**config.mk**
```make
export PLATFORM = sky130hd
export DESIGN_NAME = iob_cpx_req_ctl
export DESIGN_NICKNAME = d
export VERILOG_FILES = /design/src/rtl/iob_cpx_req_ctl.sv
export SDC_FILE = /design/constraint.sdc
export NUM_CORES = 1
export LEC_CHECK = 0
export CAP_MARGIN = 0
export CORE_MARGIN = 5
export CORE_UTILIZATION = 30
export DETAILED_ROUTE_END_ITERATION = 10
export RECOVER_POWER = 25
export SKIP_CTS_REPAIR_TIMING = 1
export SYNTH_ARGS = -nofsm -noshare
export SYNTH_HDL_FRONTEND = slang
export SYNTH_SLANG_ARGS = --single-unit
```
**constraint.sdc**
```tcl
create_clock -name rclk -period 9.5 [get_ports rclk]
set_input_delay 0.95 -clock rclk [delete_from_list [all_inputs] [get_ports rclk]]
set_output_delay 0.95 -clock rclk [all_outputs]
set_load 0.01 [all_outputs]
```
**src/rtl/iob_cpx_req_ctl.sv**
```systemverilog
// IO-bridge CPX requester: buffers outgoing packets and issues one-hot requests in order.
// It tracks up to two outstanding packets per core and retires them on the registered grant.
module iob_cpx_req_ctl #(
  parameter int DEPTH = 4,
  parameter int PKT_W = 145
) (
  input  logic             rclk,
  input  logic             reset,
  input  logic             pkt_vld,
  input  logic [2:0]       pkt_dest,
  input  logic [PKT_W-1:0] pkt_data,
  output logic             pkt_rdy,
  output logic [7:0]       io_cpx_req_cq,
  output logic [PKT_W-1:0] io_cpx_data_ca,
  input  logic [7:0]       cpx_io_grant_cx2,
  output logic             idle,
  output logic             grant_err
);

  localparam int AW = $clog2(DEPTH);

  logic [2:0]       dest_mem [DEPTH];
  logic [PKT_W-1:0] data_mem [DEPTH];
  logic [AW:0]      wr_ptr_reg;
  logic [AW:0]      rd_ptr_reg;
  logic [1:0]       oc_reg [8];
  logic [1:0]       oc_eff [8];
  logic [7:0]       oc_nz;
  logic [7:0]       err_vec;
  logic [7:0]       issue_vec;
  logic [PKT_W-1:0] data_reg;
  logic             grant_err_reg;
  logic             empty;
  logic             full;
  logic             push;
  logic             issue;
  logic [2:0]       head_dest;
  logic [PKT_W-1:0] head_data;

  assign empty     = (wr_ptr_reg == rd_ptr_reg);
  assign full      = (wr_ptr_reg[AW] != rd_ptr_reg[AW]) &&
                     (wr_ptr_reg[AW-1:0] == rd_ptr_reg[AW-1:0]);
  assign pkt_rdy   = ~full & ~reset;
  assign push      = pkt_vld & pkt_rdy;
  assign head_dest = dest_mem[rd_ptr_reg[AW-1:0]];
  assign head_data = data_mem[rd_ptr_reg[AW-1:0]];

  // The credit check sees this cycle's grant, so a freed slot can be reused at once.
  assign issue     = ~reset & ~empty & (oc_eff[head_dest] != 2'd2);
  assign issue_vec = issue ? (8'b1 << head_dest) : 8'b0;

  assign io_cpx_req_cq  = issue_vec;
  assign io_cpx_data_ca = data_reg;
  assign grant_err      = grant_err_reg;
  assign idle           = empty & ~(|oc_nz);

  genvar gi;
  generate
    for (gi = 0; gi < 8; gi++) begin : g_core
      assign oc_nz[gi]   = (oc_reg[gi] != 2'd0);
      assign oc_eff[gi]  = (cpx_io_grant_cx2[gi] && oc_nz[gi]) ? oc_reg[gi] - 2'd1 : oc_reg[gi];
      assign err_vec[gi] = cpx_io_grant_cx2[gi] & ~issue_vec[gi] & ~oc_nz[gi];

      always_ff @(posedge rclk) begin
        if (reset) begin
          oc_reg[gi] <= 2'd0;
        end else begin
          case ({issue_vec[gi], cpx_io_grant_cx2[gi]})
            2'b10:   oc_reg[gi] <= oc_reg[gi] + 2'd1;
            2'b01:   oc_reg[gi] <= oc_nz[gi] ? oc_reg[gi] - 2'd1 : 2'd0;
            default: oc_reg[gi] <= oc_reg[gi];
          endcase
        end
      end
    end
  endgenerate

  always_ff @(posedge rclk) begin
    if (push) begin
      dest_mem[wr_ptr_reg[AW-1:0]] <= pkt_dest;
      data_mem[wr_ptr_reg[AW-1:0]] <= pkt_data;
    end
  end

  always_ff @(posedge rclk) begin
    if (reset) begin
      wr_ptr_reg    <= '0;
      rd_ptr_reg    <= '0;
      data_reg      <= '0;
      grant_err_reg <= 1'b0;
    end else begin
      if (push)
        wr_ptr_reg <= wr_ptr_reg + 1'b1;
      if (issue)
        rd_ptr_reg <= rd_ptr_reg + 1'b1;
      // Data follows its request by one cycle and is zero otherwise.
      data_reg      <= issue ? head_data : '0;
      grant_err_reg <= grant_err_reg | (|err_vec);
    end
  end

endmodule
```
* Word-level counts from Yosys, hierarchy flattened
Memories as Yosys holds them, arrays and structs flattened. A register that Yosys moved wholly into a read port is not among the register bits. Index checks and enable logic that the tools add are counted.
Cells by class: bitwise gates (word level) 68, eq/ne operators 20, multiplexer cells 122, reductions and logical operators 28, add/sub/neg operators 18, divide/modulo/power cells 0, shift operators 1, $mul 0, $lt $le $gt $ge 1
Operators with widths (count):
- two-way mux 2 bit | 44
- two-way mux 1 bit | 76
- OR 1 bit | 25
- AND 1 bit | 21
- NOT 1 bit | 21
- OR reduction 2 bit | 9
- adder 2 x 1 -> 2 bit (second input constant) | 8
- == test 2 x 1 -> 1 bit (second input constant) | 8
- == test 2 bit (second input constant) | 8
- nonzero test 2 bit | 8
- OR reduction 8 bit | 2
- subtractor 2 x 1 -> 2 bit (second input constant) | 8
- logical AND 1 bit | 9
- two-way mux 8 bit | 1
- left shift 1 x 3 -> 8 bit (first input constant) | 1
- adder 3 x 1 -> 3 bit (second input constant) | 2
- binary-select mux 2 bit (select 3 bit) | 1
- greater-or-equal comparator 4 bit (second input constant) | 1
- NOT 3 -> 4 bit | 1
- == test 3 bit | 1
- == test 2 bit | 1
- inequality test 2 bit (second input constant) | 1
- inequality test 1 bit | 1
Storage, ports and cells: memory bits (read-only) 0, register bits 7, latch bits 0, word-level logic and storage cells 264, memory bits (writable) 608, bits of input ports 159, output and inout bits 156, memories kept 3
Memory list:
- data_mem | depth 4, width 145, read ports 1, clocked after Yosys merged registers in 1, wr ports 1, line 23 | logic [PKT_W-1:0] data_mem [DEPTH];
- oc_reg | depth 8, width 2, read ports 8, clocked after Yosys merged registers in 0, wr ports 8, line 26 | logic [1:0] oc_reg [8];
- dest_mem | depth 4, width 3, read ports 1, clocked after Yosys merged registers in 1, wr ports 1, line 22 | logic [2:0] dest_mem [DEPTH];

* Longest topological paths before layout
word-level depth 16, mapped depth 16, mapped depth without buffers 14

* Worst setup path before layout
OpenSTA, ideal clock, no wires.
path kind input -> register, start point input port reset, end point memory data_mem[3][0], enable pin, slack 4.043 ns, arrival time 4.929 ns, path buffers 1, library setup time 0.528 ns, data required time 8.972 ns, stages 3, cells stage by stage clkbuf_1 > nor2_1 > and3_1
Between the ends: longest elaborated chain between the ends 5
RTL lines:
- start, declared | line 8 | input logic reset,
- NOT 1 bit | line 43 | assign pkt_rdy = ~full & ~reset;
- AND 1 bit | line 43
- net pkt_rdy | line 12 | output logic pkt_rdy,
- AND 1 bit | line 44 | assign push = pkt_vld & pkt_rdy;
- two-way mux 1 bit | line 79 | if (push) begin
- two-way mux 1 bit (not written as such) | line 81 | data_mem[wr_ptr_reg[AW-1:0]] <= pkt_data;
- end, declared | line 23
The timed path passes the listed nets, and every way through them passes these cells.

==> impl_metrics.py <==
metrics = {
    "outcome": {
        "outcome": "finished clean",
    },
    "cells_and_area": {
        "largest_reg_flops": 580,
        "fillCellCount": 8287,
        "num-nets-final": 1917,
        "final_cells": 2977,
        "layout.core_utilization": 0.380,
        "multi_input_area_um2": 5880,
        "layout_common_cells": "608 x sky130_fd_sc_hd__edfxtp_1, 212 x sky130_fd_sc_hd__clkdlybuf4s50_1, 152 x sky130_fd_sc_hd__dfxtp_1",
        "layout_commonest_cell": "sky130_fd_sc_hd__edfxtp_1",
        "synthToLayoutAreaGrowth_pct": 25.9,
        "drive_above_1_share": 0.170,
        "regArea_um2": 21300,
    },
    "clocking": {
        "ctsHtreeMaxLevel": 3,
        "cts_root_buffer": "sky130_fd_sc_hd__clkbuf_16",
        "clkLatencyLatePin_ps": 640,
        "cts_tree": "yes",
        "clock_tree_buf_depth": 3,
        "clk_transition_reported_paths_ps": 60,
        "cts_buffer_count": 84,
        "clkSinkCount": 762,
    },
    "setup_path": {
        "crit_end_category": "primary output",
        "r2r_slack_ps": 5020,
        "worst_ep_arrival_time_ps": 4780,
        "timing.critical_path.fanout_max": 66,
        "setup.worst_path.start_class": "register",
        "required_ps": 8550,
        "critPathKind": "reg2out",
    },
    "global_route": {
        "grt_start_max_net_pins": 108,
        "global_route.overflow_total": 0,
        "first_pass_grt_wire_length_um": 90800,
        "number_of_global_route_vias_before_repair": 14762,
        "grt_usage": 0.121,
        "grt_antenna_before_repair": 20,
    },
    "sta": {
        "tcrit_tclk_final": 0.604,
        "timing.clock.skew_ps": 27.8,
        "worstMarginPinSlew_ps": 979,
        "timing.final.crit_period_ps": 5730,
        "fmaxAchievable_mhz": 174,
        "tns_ps": 0,
        "setup_viol": 0,
        "grt_setup_unrepaired": "false",
        "finalMaxSlewViolations": 0,
        "hold_viol_final": 0,
        "relSlewSlack": 0.347,
    },
    "yosys": {
        "muxShareOfSynthArea": 0.127,
        "synth_top_family_by_area": "multiplexers",
        "syn_area_um2": 27600,
        "xor_xnor_share_of_the_synthesized_area": 0.00412,
        "synthesis.yosys.warnings": 0,
        "adder_cell_share_of_the_synthesized_area": 0.0204,
        "post_synthesis_cell_type_with_the_largest_combined_area": "sky130_fd_sc_hd__edfxtp_1",
        "synth_top_cells_by_area": "sky130_fd_sc_hd__edfxtp_1 66%, sky130_fd_sc_hd__mux4_2 12%, sky130_fd_sc_hd__dfxtp_1 11%, sky130_fd_sc_hd__nor2b_1 3.4%, sky130_fd_sc_hd__ha_1 2.0%",
        "postSynthCellCount": 1354,
        "yosys.area_share.simple": 0.0503,
        "compound_cell_area_share_of_the_yosys_netlist": 0.00965,
        "synthesis.area_per_instance_um2": 20.4,
        "synth.yosys.seq_area_share": 0.773,
        "postSynthNetCount": 1558,
        "synth_top_cell_area_share": 0.661,
        "synth.lib_cells_used.distinct": 41,
        "postSynthRegisterBits": 762,
    },
    "die": {
        "core-area_um2": 91500,
        "io_pins": 315,
        "rows": 111,
        "start_util": 0.302,
        "chipWidth_um": 313,
        "die_height_um": 313,
        "overall_die_area_um2": 98200,
    },
    "drt": {
        "antenna_left": 0,
        "drt_pre_antenna_iters": 5,
        "viasPerCell": 4.47,
        "vias": 13320,
        "drcViolationCount": 0,
        "routedWlPerCell_um": 20.2,
        "postRouteWirelength_um": 60100,
        "drt_iter0_drc": 643,
    },
    "placed_design": {
        "dp_hpwl_um": 34700,
        "io_buffers": 314,
        "gp_congestion": 0.744,
        "post-place-cells": 2813,
    },
    "job": {
        "drv_cap": 0,
    },
    "worst_hold_path": {
        "hp-class": "reg2reg",
    },
    "pwr": {
        "peakVddDrop_mv": 0.178,
        "power_density_nw_per_um2": 253,
        "cellLeakagePower_nw": 11.2,
    },
}
## stage by stage
| step | power (W) | hold slack, ps | setup WS, ps | instance area, µm² |
|---|---|---|---|---|
| finish | 0.00880 | 527 | 3770 | 34800 |
| global route | 0.00922 | 563 | 3380 | 34700 |
| CTS | 0.00898 | 520 | 3580 | 34700 |
| detailed placement | 0.00586 | 508 | 3790 | 32100 |
| global placement | 0.00585 | 486 | 3860 | 32100 |
| floorplan | 0.00509 | 470 | 4040 | 27600 |
## worst paths after layout
check	end	cells past startpoint	startpoint
worst max register to register	oc_reg[0][5]	13	register
worst min-delay path	rd_ptr_reg[2]	2	rd_ptr_reg[2]
worst min register to register	rd_ptr_reg[2]	2	rd_ptr_reg[2]
worst max-delay path	io_cpx_req_cq[2]	9	register
## Yosys cell counts (all sizes together)
library cell and number:
inv 33, nand4 2, mux4 148, a32o 1, a21oi 15, and3 4, nand2b 9, buf 14
o31ai 1, xnor2 11, ha 45, a222oi 1, a22oi 4, xor2 2, dfxtp 154, nor2b 150
nor4 2, a22o 2, mux2i 15, a31oi 1, o211ai 2, nand2 15, or3 1, nor3 7
mux2 3, a221oi 1, and2 3, o21ai 1, edfxtp 608, nor2 44, nor3b 4, o22ai 1
a221o 1, clkbuf 41, o21bai 8
## metal layers
metal  part of all wire  global-route usage  vias up
li1                   -                   -     6005
met1               0.41               0.149     6847
met2               0.49               0.205      342
met3              0.075              0.0427      114
met4              0.022              0.0334       12
met5             0.0013                   0        -
## cell type report
type                       count  share of cell area
clock inverter                43             0.00972
timing repair buffer         328              0.0941
tap                         1186              0.0427
multi-input combinational    504               0.169
clock buffer                 113              0.0662
inverter                      33             0.00356
sequential                   762               0.614
antenna                        8            0.000576
## power breakdown
part	internal [W]	total [W]	switching, W
Sequential	0.00388	0.00404	0.000157
Clock	0.00175	0.00307	0.00132
Combinational	0.000908	0.00169	0.000784
Total	0.00654	0.00880	0.00226
## cell families after synthesis
group,after synthesis
AND/OR/NAND/NOR,241
flip-flops,762
AO/OA/AOI/OAI,39
buffers and inverters,88
multiplexers,166
adder cells (fa/ha/maj),45
XOR/XNOR,13
## critical path: stages (launching register included)
cell                              delay [ps]
sky130_fd_sc_hd__dfxtp_1                 420
sky130_fd_sc_hd__mux4_2                  670
sky130_fd_sc_hd__inv_2                   300
sky130_fd_sc_hd__mux2i_1                 130
sky130_fd_sc_hd__mux2i_1                 270
sky130_fd_sc_hd__a221o_4                 620
sky130_fd_sc_hd__buf_4                   840
sky130_fd_sc_hd__nor2_1                  160
sky130_fd_sc_hd__and2_1                  230
sky130_fd_sc_hd__clkdlybuf4s50_1         480
Power figures use the tool's default switching activity.
